File: config.mk
export PLATFORM = sky130hd
export DESIGN_NAME = present_cbc_ctrl
export DESIGN_NICKNAME = d
export VERILOG_FILES = /design/src/rtl/present_cbc_ctrl.sv
export SDC_FILE = /design/constraint.sdc
export NUM_CORES = 1
export LEC_CHECK = 0
export ABC_AREA = 1
export ABC_CLOCK_PERIOD_IN_PS = 1650
export CAP_MARGIN = 20
export CORE_AREA = 2 2 189 191
export DETAILED_ROUTE_END_ITERATION = 12
export DIE_AREA = 0 0 191 193
export PLACE_DENSITY = 0.72
export SLEW_MARGIN = 20
export SYNTH_ARGS = -nofsm -noshare
export SYNTH_HDL_FRONTEND = slang
export SYNTH_SLANG_ARGS = --single-unit
File: constraint.sdc
create_clock -name clk -period 1.65 [get_ports clk]
set_clock_uncertainty 0.05 [all_clocks]
set_input_delay 0.33 -clock clk [delete_from_list [all_inputs] [get_ports clk]]
set_output_delay 0.33 -clock clk [all_outputs]
set_load 0.01 [all_outputs]
File: src/rtl/present_cbc_ctrl.sv
// present_cbc_ctrl: CBC chaining front end driving the PRESENT-80 encrypt_v2 req/ack engine.
// Optional per-block ECB bypass when PRESENT_CBC_BYPASS_EN is defined (adds cbc_bypass input).
module present_cbc_ctrl (
  input  logic        clk,
  input  logic        rst_n,
  input  logic        iv_load,
  input  logic [63:0] iv,
  input  logic [79:0] key,
  input  logic        in_valid,
  output logic        in_ready,
  input  logic [63:0] in_data,
  input  logic        in_last,
`ifdef PRESENT_CBC_BYPASS_EN
  input  logic        cbc_bypass,
`endif
  output logic        out_valid,
  input  logic        out_ready,
  output logic [63:0] out_data,
  output logic        out_last,
  output logic        enc_req,
  output logic [79:0] enc_K,
  output logic [63:0] enc_M,
  input  logic        enc_ack,
  input  logic [63:0] enc_C,
  output logic        busy,
  output logic        err
);

  localparam int unsigned BLK_W  = 64;
  localparam int unsigned KEY_W  = 80;
  localparam int unsigned WDOG_W = 6;
  // Last watchdog value seen in REQ before the timeout edge (63 REQ cycles total).
  localparam logic [WDOG_W-1:0] WDOG_LAST = WDOG_W'(62);

  typedef enum logic [1:0] {IDLE, REQ, DROP, OUT} state_t;

  state_t            state;
  state_t            next_state;
  logic [BLK_W-1:0]  chain;
  logic [BLK_W-1:0]  iv_r;
  logic [KEY_W-1:0]  key_r;
  logic              last_r;
  logic [WDOG_W-1:0] wdog;
  logic              timeout_c;
`ifdef PRESENT_CBC_BYPASS_EN
  logic              byp_r;
`endif

  assign in_ready  = (state == IDLE) && !iv_load;
  assign enc_K     = key_r;
  assign timeout_c = !enc_ack && (wdog == WDOG_LAST);

  // State register.
  always_ff @(posedge clk) begin
    if (!rst_n) state <= IDLE;
    else        state <= next_state;
  end

  // Next-state logic.
  always_comb begin
    next_state = state;
    case (state)
      IDLE: if (!iv_load && in_valid)    next_state = REQ;
      REQ:  if (enc_ack || timeout_c)    next_state = DROP;
      DROP:                              next_state = OUT;
      OUT:  if (out_ready)               next_state = IDLE;
      default:                           next_state = IDLE;
    endcase
  end

  // Registered handshake outputs, derived from the state being entered.
  always_ff @(posedge clk) begin
    if (!rst_n) begin
      enc_req   <= 1'b0;
      out_valid <= 1'b0;
      out_last  <= 1'b0;
      busy      <= 1'b0;
    end else begin
      enc_req   <= (next_state == REQ);
      out_valid <= (next_state == OUT);
      out_last  <= (next_state == OUT) ? last_r : 1'b0;
      busy      <= (next_state != IDLE);
    end
  end

  // Datapath: key/IV latch, whitening, ciphertext capture, chaining, watchdog.
  always_ff @(posedge clk) begin
    if (!rst_n) begin
      chain    <= '0;
      iv_r     <= '0;
      key_r    <= '0;
      enc_M    <= '0;
      out_data <= '0;
      last_r   <= 1'b0;
      wdog     <= '0;
      err      <= 1'b0;
`ifdef PRESENT_CBC_BYPASS_EN
      byp_r    <= 1'b0;
`endif
    end else begin
      case (state)
        IDLE: begin
          if (iv_load) begin
            chain <= iv;
            iv_r  <= iv;
            key_r <= key;
            err   <= 1'b0;
          end else if (in_valid) begin
`ifdef PRESENT_CBC_BYPASS_EN
            enc_M <= cbc_bypass ? in_data : (in_data ^ chain);
            byp_r <= cbc_bypass;
`else
            enc_M <= in_data ^ chain;
`endif
            last_r <= in_last;
            wdog   <= '0;
          end
        end
        REQ: begin
          wdog <= wdog + WDOG_W'(1);
          if (enc_ack) begin
            out_data <= enc_C;
          end else if (timeout_c) begin
            err      <= 1'b1;
            out_data <= '0;
          end
        end
        DROP: begin
          // A final block restarts the next message from the IV.
`ifdef PRESENT_CBC_BYPASS_EN
          if (!byp_r) chain <= last_r ? iv_r : out_data;
`else
          chain <= last_r ? iv_r : out_data;
`endif
        end
        default: ;
      endcase
    end
  end

endmodule

### Word-level counts from Yosys, hierarchy flattened

Index checks and enable logic that the tools add are counted.

| operators by class | value |
|---|---|
| eq/ne operators | 11 |
| reduce and logical (&&, ||, !) cells | 18 |
| bitwise logic cells | 2 |
| add/subtract/negate cells | 1 |
| muxes and demuxes | 16 |

Operators by type and width:

| operator | number |
|---|---|
| 2-to-1 mux 64 bit | 4 |
| one-hot mux 64 bit (2 select lines) | 1 |
| bitwise XOR 64 bit | 1 |
| 2-to-1 mux 6 bit | 2 |
| one-hot mux 6 bit (2 select lines) | 1 |
| != test 2 bit (second input constant) | 5 |
| one-hot mux 2 bit (4 select lines) | 1 |
| AND reduction 2 bit | 4 |
| nonzero test 2 bit | 4 |
| adder 6 x 1 -> 6 bit (second input constant) | 1 |
| == test 2 bit (second input constant) | 3 |
| == test 6 bit (second input constant) | 1 |
| 2-to-1 mux 2 bit | 3 |
| AND reduction 3 bit | 2 |
| == test 2 x 1 -> 1 bit (second input constant) | 2 |
| AND reduction 4 bit | 1 |
| logical AND 1 bit | 3 |
| 2-to-1 mux 1 bit | 3 |
| zero test 1 bit | 2 |
| zero test 2 bit | 1 |
| one-hot mux 1 bit (2 select lines) | 1 |
| logical OR 1 bit | 1 |
| inverter 1 bit | 1 |

| storage, ports and cells | value |
|---|---|
| output and inout port bits | 214 |
| input bits | 279 |
| register bits after elaboration | 350 |
| logic and storage cells | 61 |

### Longest topological paths before layout

| depth | value |
|---|---|
| depth after elaboration | 7 |
| gate-level depth with buffers | 10 |
| gate-level depth less buffers | 9 |

### Worst setup path before layout

OpenSTA, ideal clock, no wires.

| path | value |
|---|---|
| path type | reg2reg |
| start | register wdog[0] |
| end | register out_data[18] |
| data required time | 1.530 ns |
| path slack | 0.122 ns |
| path buffers | 2 |
| clock period less this slack | 1.528 ns |
| library setup time | 0.070 ns |
| stages on the path, launching flop included | 10 |
| data arrival time | 1.408 ns |
| cell sequence | dfxtp_1 -> inv_1 -> ha_1 -> nand2_1 -> o21bai_1 -> nand2_1 -> buf_2 -> clkbuf_1 -> nand2_1 -> a21oi_1 |

| on the way | value |
|---|---|
| word-level cells in the longest chain between the ends | 4 |

Ends and longest elaborated chain:

| what | line | RTL |
|---|---|---|
| from (decl) | 43 | `logic [WDOG_W-1:0] wdog;` |
| from (signal assigned) | 120 | `wdog <= wdog + WDOG_W'(1);` |
| == test 6 bit | 51 | `assign timeout_c = !enc_ack && (wdog == WDOG_LAST);` |
| logical AND 1 bit | 51 |  |
| nonzero test 2 bit (no line) | n/a |  |
| AND reduction 2 bit (no line) | n/a |  |
| to (signal assigned) | 122 | `out_data <= enc_C;` |
| to (decl) | 18 | `output logic [63:0] out_data,` |

No other way between the ends.
A chain may end at the register's enable or synchronous reset.

### Worst setup path after layout

| path | value |
|---|---|
| start | register state[0] |
| end | output in_ready |

| on the way | value |
|---|---|
| word-level cells in the longest chain between the ends | 2 |

Ends and longest elaborated chain:

| what | line | RTL |
|---|---|---|
| from (decl) | 37 | `state_t state;` |
| from (signal assigned) | 56 | `else state <= next_state;` |
| zero test 2 bit | 49 | `assign in_ready = (state == IDLE) && !iv_load;` |
| logical AND 1 bit | 49 |  |
| to (decl) | 10 | `output logic in_ready,` |

No other way between the ends.

==> impl_metrics.json <==
{
  "routabilityCongestion": 0.8614,
  "seqCellArea_um2": 7020,
  "grt_first_pass_wirelength_mm": 72.95,
  "die_y_um": 193,
  "core-area_um2": 34960,
  "drive_gt1_share_pct": 9.960,
  "r2r-start": "state[0]",
  "yosysTopAreaCell": "dfxtp_1",
  "r2r_end": "chain[42]",
  "root_buffer": "clkbuf_16",
  "netlist_area_um2": 13760,
  "ys.warnings.count": 0,
  "die_area_um2": 36860,
  "fmax_mhz": 620.8,
  "grt_usage_pct": 24.94,
  "clkLatencyLatePin_ns": 0.54,
  "setup_violations": 0,
  "num_antenna_cells": 0,
  "synth-seq-cells": 350,
  "period_needed_ns": 1.611,
  "dr.pass1.iters": 6,
  "dp_cells": 2645,
  "wire_per_inst_um": 18.05,
  "grt_pass1_vias": 13239,
  "num_io_pins": 493,
  "crit_arrival_ns": 1.23,
  "synthDistinctLibCells": 25,
  "crit_type": "reg2out",
  "drc": 0,
  "endpoint": "in_ready",
  "overflow": 0,
  "crit_buf_inv": 2,
  "rows": 69,
  "grt_max_degree": 72,
  "fin_crit_sh_pct": 97.62,
  "clk_pin_slew_ns": 0.06,
  "ys_seq_area_share_pct": 50.93,
  "synthTopCellsByArea": "dfxtp_1 (51%), nand2_1 (11%), a21oi_1 (7.3%)",
  "whs_ns": 0.09458,
  "pwr-share-comb_pct": 18.0,
  "p_seq_share_pct": 42.1,
  "rsz0062_at_grt": "yes",
  "status": "complete, no violations",
  "cp_top_family": "flip-flops",
  "cpPeakStageDelay_ns": 0.32,
  "tightest_slew_ns": 0.4541,
  "required_ns": 1.27,
  "synth_nets": 2043,
  "n_fill_cell": 3156,
  "start_util_pct": 39.35,
  "p_sw_mw": 5.920,
  "cp-start-kind": "flip-flop",
  "cap_violations": 0,
  "tritoncts": "built",
  "syn_to_final_growth_pct": 50.87,
  "multi_input_area_um2": 5864,
  "clock_sinks": 350,
  "synth_cells": 1762,
  "hold_path_class": "in2reg",
  "p_leak_nw": 9.524,
  "postSynthAreaPerCell_um2": 7.808,
  "antenna_left": 0,
  "cp_slowest_cell": "dfxtp_2",
  "io_buffers": 492,
  "crit_cells": 4,
  "power.density_nw_per_um2": 1090,
  "critPathLaunch": "state[0]",
  "finalMaxSlewViolations": 0,
  "nets": 2523,
  "routed_wirelength_mm": 49.26,
  "power_frac_clock_pct": 39.9,
  "vias": 13662,
  "r2r_slack_ns": 0.05,
  "synth.top_cell.area_share_pct": 50.93,
  "end_kind": "output pin",
  "rr_worst_depth": 12,
  "fin_cells": 2730,
  "relSlewSlack_pct": 69.73,
  "antenna_found_initial": 0,
  "via_per_inst": 5.004,
  "p_int_mw": 16.71,
  "chipWidth_um": 191,
  "dp_hpwl_mm": 32.74,
  "cts_buffers": 39,
  "crit_chain": "inv_2 > nand2_4 > nor2_1 > buf_2",
  "clock_path_buffers": 3,
  "hold_violations": 0,
  "tns_ns": 0,
  "crit_fanout": 2,
  "initialDrtViolationCount": 809,
  "switching_share_pct": 26.16,
  "htreeDepth": 2,
  "ir_drop_v": 0.0007331
}
[sequential cells by signal (all words and copies together) (netlist names)]
name,cells
enc_K,80
chain,64
enc_M,64
iv_r,64
out_data,64
wdog,6
state,2
busy,1
enc_req,1
err,1
last_r,1
out_last,1
out_valid,1
[cells in the final DEF, fill, tap and decap left out, drive strengths merged, types with 2 or more instances in the layout]
cell and count:
nand2 410, clkinv 6, xnor2 64, clkdlybuf4s50 277
o21bai 2, dlygate4sd2 206, a21oi 200, buf 65
clkdlybuf4s15 6, clkbuf 66, ha 2, dfxtp 350
nand3 70, nor2 173, bufinv 4, or2 66
o211ai 65, o21ai 148, inv 86
[power by group through the flow]
stage	Clock (mW)	Combinational, mW	Sequential, mW
final	9.03	4.08	9.52
after CTS	9.22	3.88	9.51
after global routing	9.53	4.44	9.59
after detailed placement	0	4.12	9.70
after floorplan	0	1.71	9.80
after global placement	0	4.05	9.68
[cells in the mapped netlist]
library cell,n
nand2_2,1
o2bb2ai_1,1
nor2_4,3
dfxtp_1,350
inv_2,6
o211ai_1,65
or2_2,66
nor2_2,1
nor2_8,1
buf_1,1
ha_1,2
o21ai_0,148
a21oi_1,200
nor2_1,168
xnor2_1,64
o21bai_1,2
buf_2,36
buf_4,6
nand3_1,70
nand3b_1,1
buf_6,7
nor3_1,1
nand2_1,409
clkbuf_1,72
inv_1,81
[repair_timing]
action / in CTS / in global routing
resized for setup: 226 / 28
pin swaps: 0 / 3
setup buffers: 0 / 11
endpoints found under the setup margin: 214 / 63
gates cloned: 0 / 6
hold buffers: 0 / 0
[worst min path at each step]
stage / start / end / slack (ns) / depth (start not counted)
floorplan: iv_r[0] / iv_r[0] / 0.39 / 2
global placement: iv_r[43] / iv_r[43] / 0.40 / 2
detailed placement: iv_r[47] / iv_r[47] / 0.40 / 2
CTS: rst_n / enc_K[43] / 0.07 / 3
global route: rst_n / enc_K[29] / 0.11 / 3
finish: rst_n / enc_K[43] / 0.09 / 3
[cell families (layout without fill, tap and decap cells)]
| kind of cell | after synthesis | after routing | synth area share (%) |
|---|---|---|---|
| buffers and inverters | 209 | 716 | 6.575 |
| flip-flops | 350 | 350 | 50.93 |
| adder cells (fa/ha/maj) | 2 | 2 | 0.1819 |
| AND/OR/NAND/NOR | 721 | 721 | 21.86 |
| XOR/XNOR | 64 | 64 | 4.074 |
| AO/OA/AOI/OAI | 416 | 416 | 16.38 |
[worst register-to-register path, stage by stage, from the launching register on]
cell and delay [ns]:
dfxtp_2 0.32, inv_2 0.07, nand2_4 0.06, buf_6 0.12
nor2_4 0.11, buf_12 0.15, nor2_8 0.05, buf_12 0.14
clkbuf_16 0.18, nand2_1 0.07, nand3_1 0.06, nand2_1 0.06
inv_1 0.04
[metrics by stage]
step | setup WS [ns] | cell area, um2 | power (mW) | util [%]
2_1_floorplan | 0.1218 | 13760 | 11.51 | -
3_3_place_gp | -0.2827 | 19380 | 13.73 | 55.42
3_5_place_dp | -0.3612 | 19380 | 13.82 | 55.42
4_1_cts | 0.00009848 | 20440 | 22.61 | 58.47
5_1_grt | -0.02145 | 20760 | 23.55 | 59.37
6_report | 0.03928 | 20760 | 22.63 | 59.37
[metal layers]
layer  part of all wire, %  wire length, um  GRT usage [%]
met5                     0                0              0
met4                   2.5             1222          7.305
met3                   7.0             3451          4.959
met2                    50            24500          44.13
met1                    41            20100          30.68
[area by class of cell]
| cell class | instances | area share [%] |
|---|---|---|
| flip-flops and latches | 350 | 33.82 |
| repair buffers | 561 | 27.14 |
| well taps | 461 | 2.779 |
| clock buffers | 59 | 5.702 |
| clock inverters | 9 | 0.6992 |
| multi-input cells | 1203 | 28.25 |
| inverters | 87 | 1.603 |
(Power assumes the default switching activity.)
